==> config.mk <==
export PLATFORM = sky130hd
export DESIGN_NAME = cache_write_buffer
export DESIGN_NICKNAME = d
export VERILOG_FILES = /design/src/rtl/cache_write_buffer.sv
export SDC_FILE = /design/constraint.sdc
export NUM_CORES = 1
export LEC_CHECK = 0
export BUFFER_PORTS_ARGS = -buffer_cell sky130_fd_sc_hd__buf_2
export CAP_MARGIN = 0
export CORE_ASPECT_RATIO = 0.7
export CORE_MARGIN = 3
export CORE_UTILIZATION = 50
export CTS_CLUSTER_SIZE = 28
export DETAILED_ROUTE_END_ITERATION = 6
export PLACE_DENSITY = 0.74
export SYNTH_ARGS = -nofsm -noshare
export SYNTH_HDL_FRONTEND = slang
export SYNTH_SLANG_ARGS = --single-unit
==> constraint.sdc <==
create_clock -name CLK -period 3.9 [get_ports CLK]
set_input_delay 0.78 -clock CLK [delete_from_list [all_inputs] [get_ports CLK]]
set_output_delay 0.78 -clock CLK [all_outputs]
set_load 0.05 [all_outputs]
==> src/rtl/cache_write_buffer.sv <==
// Write-through store buffer between a cache controller and main memory.
// Buffered stores always drain before a pending refill read is issued.
module cache_write_buffer #(
    parameter int DEPTH  = 4,
    parameter int ADDR_W = 10,
    parameter int DATA_W = 32
) (
    input  logic                       CLK,
    input  logic                       RST,
    input  logic                       wr_valid,
    input  logic [ADDR_W-1:0]          wr_addr,
    input  logic [DATA_W-1:0]          wr_data,
    output logic                       wr_ready,
    input  logic                       rd_req,
    input  logic [ADDR_W-1:0]          rd_addr,
    output logic [DATA_W-1:0]          rd_data,
    output logic                       rd_done,
    output logic                       mem_req,
    output logic                       mem_we,
    output logic [ADDR_W-1:0]          mem_addr,
    output logic [DATA_W-1:0]          mem_wdata,
    input  logic [DATA_W-1:0]          mem_rdata,
    input  logic                       mem_ack,
    output logic [$clog2(DEPTH+1)-1:0] count
);

    localparam int PTR_W = $clog2(DEPTH);
    localparam int CNT_W = $clog2(DEPTH + 1);
    localparam logic [CNT_W-1:0] DEPTH_CNT = CNT_W'(DEPTH);

    typedef enum logic [1:0] {
        IDLE,
        WRITE,
        READ,
        DONE
    } state_t;

    state_t              state_q, state_d;
    logic [ADDR_W-1:0]   addr_buf_q [DEPTH];
    logic [ADDR_W-1:0]   addr_buf_d [DEPTH];
    logic [DATA_W-1:0]   data_buf_q [DEPTH];
    logic [DATA_W-1:0]   data_buf_d [DEPTH];
    logic [PTR_W-1:0]    head_q, head_d;
    logic [PTR_W-1:0]    tail_q, tail_d;
    logic [CNT_W-1:0]    count_q, count_d;
    logic [ADDR_W-1:0]   rd_addr_q, rd_addr_d;
    logic [DATA_W-1:0]   rd_data_q, rd_data_d;

    logic push;
    logic pop;

    // wr_ready looks only at the registered count, so a same-cycle pop never frees a slot.
    assign wr_ready = (count_q < DEPTH_CNT);
    assign push     = wr_valid && wr_ready;
    assign pop      = (state_q == WRITE) && mem_ack;
    assign count    = count_q;
    assign rd_data  = rd_data_q;

    always_comb begin
        addr_buf_d = addr_buf_q;
        data_buf_d = data_buf_q;
        head_d     = head_q;
        tail_d     = tail_q;
        count_d    = count_q;

        if (push) begin
            addr_buf_d[tail_q] = wr_addr;
            data_buf_d[tail_q] = wr_data;
            tail_d             = tail_q + PTR_W'(1);
        end

        if (pop) begin
            head_d = head_q + PTR_W'(1);
        end

        case ({push, pop})
            2'b10:   count_d = count_q + CNT_W'(1);
            2'b01:   count_d = count_q - CNT_W'(1);
            default: count_d = count_q;
        endcase
    end

    always_comb begin
        state_d   = state_q;
        rd_addr_d = rd_addr_q;
        rd_data_d = rd_data_q;
        mem_req   = 1'b0;
        mem_we    = 1'b0;
        mem_addr  = '0;
        mem_wdata = '0;
        rd_done   = 1'b0;

        case (state_q)
            IDLE: begin
                if (count_q != '0) begin
                    state_d = WRITE;
                end else if (rd_req) begin
                    state_d   = READ;
                    rd_addr_d = rd_addr;
                end
            end
            WRITE: begin
                mem_req   = 1'b1;
                mem_we    = 1'b1;
                mem_addr  = addr_buf_q[head_q];
                mem_wdata = data_buf_q[head_q];
                if (mem_ack) begin
                    state_d = IDLE;
                end
            end
            READ: begin
                mem_req  = 1'b1;
                mem_addr = rd_addr_q;
                if (mem_ack) begin
                    rd_data_d = mem_rdata;
                    state_d   = DONE;
                end
            end
            DONE: begin
                rd_done = 1'b1;
                state_d = IDLE;
            end
            default: begin
                state_d = IDLE;
            end
        endcase
    end

    always_ff @(posedge CLK) begin
        if (RST) begin
            state_q   <= IDLE;
            head_q    <= '0;
            tail_q    <= '0;
            count_q   <= '0;
            rd_addr_q <= '0;
            rd_data_q <= '0;
        end else begin
            state_q   <= state_d;
            head_q    <= head_d;
            tail_q    <= tail_d;
            count_q   <= count_d;
            rd_addr_q <= rd_addr_d;
            rd_data_q <= rd_data_d;
        end
    end

    // Entry storage needs no reset: an empty FIFO never exposes its contents.
    always_ff @(posedge CLK) begin
        addr_buf_q <= addr_buf_d;
        data_buf_q <= data_buf_d;
    end

endmodule
==> After elaboration in Yosys (flattened, before gate mapping) <==
Index checks and enable logic that the tools add are counted.
{ "totals": {"wordCells": 66, "inputBits": 89, "regBits": 219, "output_inout_bits": 81} }
{ "classes": {"eq_ne": 8, "bitwise_logic": 3, "n_lt_le_gt_ge": 4, "n_reduce_logical": 10, "addsub": 4, "muxes": 23} }
{ "ops": {"columns": ["cell", "n"], "rows": [
  ["bitwise mux 128 bit", 1],
  ["two-way mux 32 bit", 4],
  ["binary-select mux 32 bit (select 2 bit)", 1],
  ["demux 32 bit (select 2 bit)", 1],
  ["bitwise mux 40 bit", 1],
  ["two-way mux 10 bit", 3],
  ["binary-select mux 10 bit (select 2 bit)", 1],
  ["demux 10 bit (select 2 bit)", 1],
  ["one-hot mux 10 bit (2 select lines)", 1],
  ["two-way mux 2 bit", 4],
  ["one-hot mux 2 bit (4 select lines)", 1],
  ["equality test 2 bit, second input constant", 3],
  [">= comparator 3 bit, second input constant", 2],
  ["inverter 2 -> 3 bit", 2],
  ["one-hot mux 3 bit (2 select lines)", 1],
  ["AND reduction 3 bit", 2],
  ["adder 2 x 1 -> 2 bit, second input constant", 2],
  ["equality test 2 x 1 -> 1 bit, second input constant", 2],
  ["!= test 2 bit, second input constant", 2],
  ["adder 3 x 1 -> 3 bit, second input constant", 1],
  ["logical AND 1 bit", 3],
  ["less-than comparator 3 x 1 -> 1 bit, second input constant", 1],
  ["less-than comparator 3 bit, second input constant", 1],
  ["two-way mux 1 bit", 3],
  ["other kinds (8)", 8]
]} }

==> Longest topological paths before layout <==
{ "logic_depth": {"ltp_word": 6, "ltp_mapped": 9, "depth_no_buf": 9} }

==> Worst setup path after synthesis <==
Ideal clock, no wire load.
{ "synth_path": {"path_type": "register to output", "startpoint": "register state_q[1]", "endpoint": "output mem_addr[8]", "t_arrival_ns": 1.946, "stages_incl_launch_ff": 6, "setup_slack_ns": 1.174, "path_buffers": 1, "cell_sequence": "dfxtp_1 > inv_1 > ha_1 > and2_1 > clkbuf_1 > a32o_1"} }
{ "synth_via": {"elab_chain_cells": 2, "word_cells_on_any_way": 3} }
{ "synth_rtl": {"columns": ["element", "line", "source"], "rows": [
  ["start: declaration", "38", "state_t state_q, state_d;"],
  ["start signal: assignment", "138", "state_q <= state_d;"],
  ["equality test 2 bit or equality test 2 x 1 -> 1 bit (tied branches)", "93", "case (state_q)"],
  ["one-hot mux 10 bit (2 select lines) (*)", "93", null],
  ["end: declaration", "20", "output logic [ADDR_W-1:0] mem_addr,"]
]} }
Every way passes the cells marked *; elsewhere a longest branch is shown, timed or not.

==> Worst setup path after layout <==
{ "layout_path": {"startpoint": "register state_q[1]", "endpoint": "output mem_addr[0]"} }
Same word-level chain as after synthesis.

==> metrics.cfg <==
[synth]
synth-adder-area-share = 0.0171
ys.flop_type = edfxtp_1
syn_area_per_cell_sq_um = 16.3
yosys.area_share.xor_xnor = 0.00516
synth_edf_count = 168
syn_area_sq_mm = 0.00849
yosys.area_share.simple = 0.0768
ys_async_sr_fraction = 0
synth_compound_area_frac = 0.0475
ys_seq_elements = 219
synth_top_family_by_area = multiplexers
synthMuxAreaShare = 0.116
synthCells = 522
ys_types = 34
ys_seq_area_frac = 0.715
synth_nets = 622
yosys_warnings = 0

[floorplan]
start_util = 0.515
die_w_um = 162
die_y_um = 115
dieArea_sq_mm = 0.0186
fp-row-count = 39
ioPinCount = 170
core_area_sq_mm = 0.0165

[clocking]
cts_sinks = 219
htree_levels = 1
cts.hold.buffers_added = 0
cts_max_path_buffers = 3
cts_resized = 0
cts_made_buffers = 21
clk_pin_slew_worst_paths_ns = 0.06
worstSkewPairLatency_ns = 0.49
post_cts_buffers = 0
cts_tree = built
cts_root_buf = clkbuf_16

[routing]
vias = 5060
wl_per_cell_um = 19.8
routed_wl_um = 18500
vias_per_cell = 5.42
drt_iter0_drc = 491
drc = 0
drt.antenna.violating_nets = 0
drtPass1Iterations = 5

[hold_path]
hp-class = flop to flop
min_from = rd_data[23]
hold_depth = 2
holdPathEnd = rd_data[23]

[power_and_ir_drop]
ir_drop_mv = 0.358
powerDensity_mw_per_mm2 = 626
p_leak_nw = 3.75

[global_route]
antenna_found_initial = 2
grt_overflow = 0
grt_pass1_wl_um = 28200
grt_usage = 0.196
grt_pass1_vias = 5127
grt_max_degree = 54

[setup_path]
cp-start-kind = flop
r2r_end = count[2]
reg2reg_slack_ns = 1.27
reg2reg_depth = 9
r2r-start = state_q[1]
required_ns = 3.12
cp_data_arrival_time_ns = 2.47
worstPathMaxFanout = 12
critPathCaptureType = output pin
criticalPathCategory = flop to output pin

[sta]
tns_ns = 0
tightestPinTransition_ns = 1.05
skew_ns = 0.00627
rsz0062_at_grt = false
slew_viol_final = 0
fin_crit_sh = 0.833
hold_viol_final = 0
max_freq_ghz = 0.308
worst_slack_ns = 0.652
finalSetupViolCount = 0
fin_crit_ns = 3.25
slew-limit-headroom = 0.295

[placement]
port_buffers = 169
gp_congestion = 0.882
dp_cells = 896
dp_worst_setup_slack_ns = 1.16
dp_hpwl_um = 12600

[cells_and_area]
area_delta_synth_final_pct = 19.7
diodes = 0
layout.cells.non_filler = 933
postLayoutCoreUtil = 0.616
drive_gt1_frac = 0.369
nets = 794
fill_cells = 1253

[run]
cap_violations = 0

[outcome]
status = complete, no violations

[cells in the mapped netlist, types with 2 or more instances]
| master | number | area, sq um |
|---|---|---|
| a32o_1 | 10 | 100 |
| mux4_2 | 42 | 946 |
| o21ai_0 | 9 | 45.0 |
| buf_2 | 6 | 30.0 |
| buf_4 | 4 | 30.0 |
| clkbuf_1 | 19 | 71.3 |
| nand3_1 | 11 | 55.1 |
| and2_1 | 39 | 244 |
| nand2_1 | 65 | 244 |
| ha_1 | 10 | 125 |
| o21ai_1 | 2 | 10.0 |
| xor2_1 | 3 | 26.3 |
| inv_1 | 10 | 37.5 |
| edfxtp_1 | 168 | 5040 |
| mux2i_1 | 2 | 20.0 |
| xnor2_1 | 2 | 17.5 |
| dfxtp_1 | 51 | 1020 |
| a21oi_1 | 44 | 220 |
| nor2_1 | 10 | 37.5 |
[layer usage]
metal,track usage,vias up,share of wire
li1,-,2308,-
met1,0.262,2486,0.42
met5,0,-,0.0011
met3,0.0483,34,0.082
met2,0.333,228,0.48
met4,0.0483,4,0.020
[power breakdown]
group          switching (mW)  internal [mW]  leakage (nW)
clock                   0.796          0.996         0.293
sequential              0.118           2.74          1.96
combinational            1.19          0.519          1.49
total                    2.11           4.25          3.75
[registers in the layout, indices dropped and copies added (netlist names)]
signal and flops:
data_buf_q 128, addr_buf_q 40, rd_data 32, rd_addr_q 10, count 3, head_q 2, state_q 2, tail_q 2
[worst max path at each step]
stage               slack (ns)             to  cells after the start  startpoint
global route              0.52  mem_wdata[18]                      4   head_q[0]
finish                    0.65    mem_addr[0]                      5  state_q[1]
floorplan                 1.17    mem_addr[8]                      5  state_q[1]
global placement          1.18  mem_wdata[21]                      4   head_q[0]
CTS                       0.62  mem_wdata[20]                      4   head_q[0]
detailed placement        1.16  mem_wdata[20]                      4   head_q[0]
[final cells by class]
cell class / instances / area, sq um / share of cell area
repair buffers: 181 / 948 / 0.0933
inverters: 10 / 37.5 / 0.00369
clock inverters: 8 / 40.0 / 0.00394
multi-input cells: 261 / 2230 / 0.219
clock buffers: 29 / 556 / 0.0547
flip-flops and latches: 219 / 6070 / 0.597
well taps: 225 / 282 / 0.0277
[cells by family (layout without fill, tap and decap cells)]
kind of cell	Yosys count	in the layout
AOI/OAI and AO/OA	67	67
xor gates and xnor gates	5	5
adders and majority gates	11	11
buffers and inverters	42	228
DFF	219	219
muxes	45	45
and+or+nand+nor	133	133
[worst max-delay path: stages, from the launching register on]
cell and delay (ns):
dfxtp_1 0.40, inv_1 0.10, ha_1 0.55, and2_1 0.43
a32o_1 0.22, buf_2 0.27
[metrics by stage]
| step | total power [mW] | hold WS (ns) | area (sq um) |
|---|---|---|---|
| 3_3_place_gp | 4.57 | 0.440 | 9570 |
| 3_5_place_dp | 4.63 | 0.445 | 9570 |
| 6_report | 6.36 | 0.455 | 10200 |
| 5_1_grt | 6.65 | 0.478 | 10200 |
| 4_1_cts | 6.43 | 0.454 | 10200 |
| 2_1_floorplan | 4.16 | 0.454 | 8490 |
[cell usage in the layout (no fill, tap or decap), types with 11 or more instances in the layout]
master	synthesis	routed
a21oi_1	44	44
and2_1	39	35
buf_2	6	169
buf_4	4	11
clkbuf_16	0	21
dfxtp_1	51	49
edfxtp_1	168	168
mux4_2	42	42
nand2_1	65	65
nand3_1	11	11
Power figures use the tool's default switching activity.
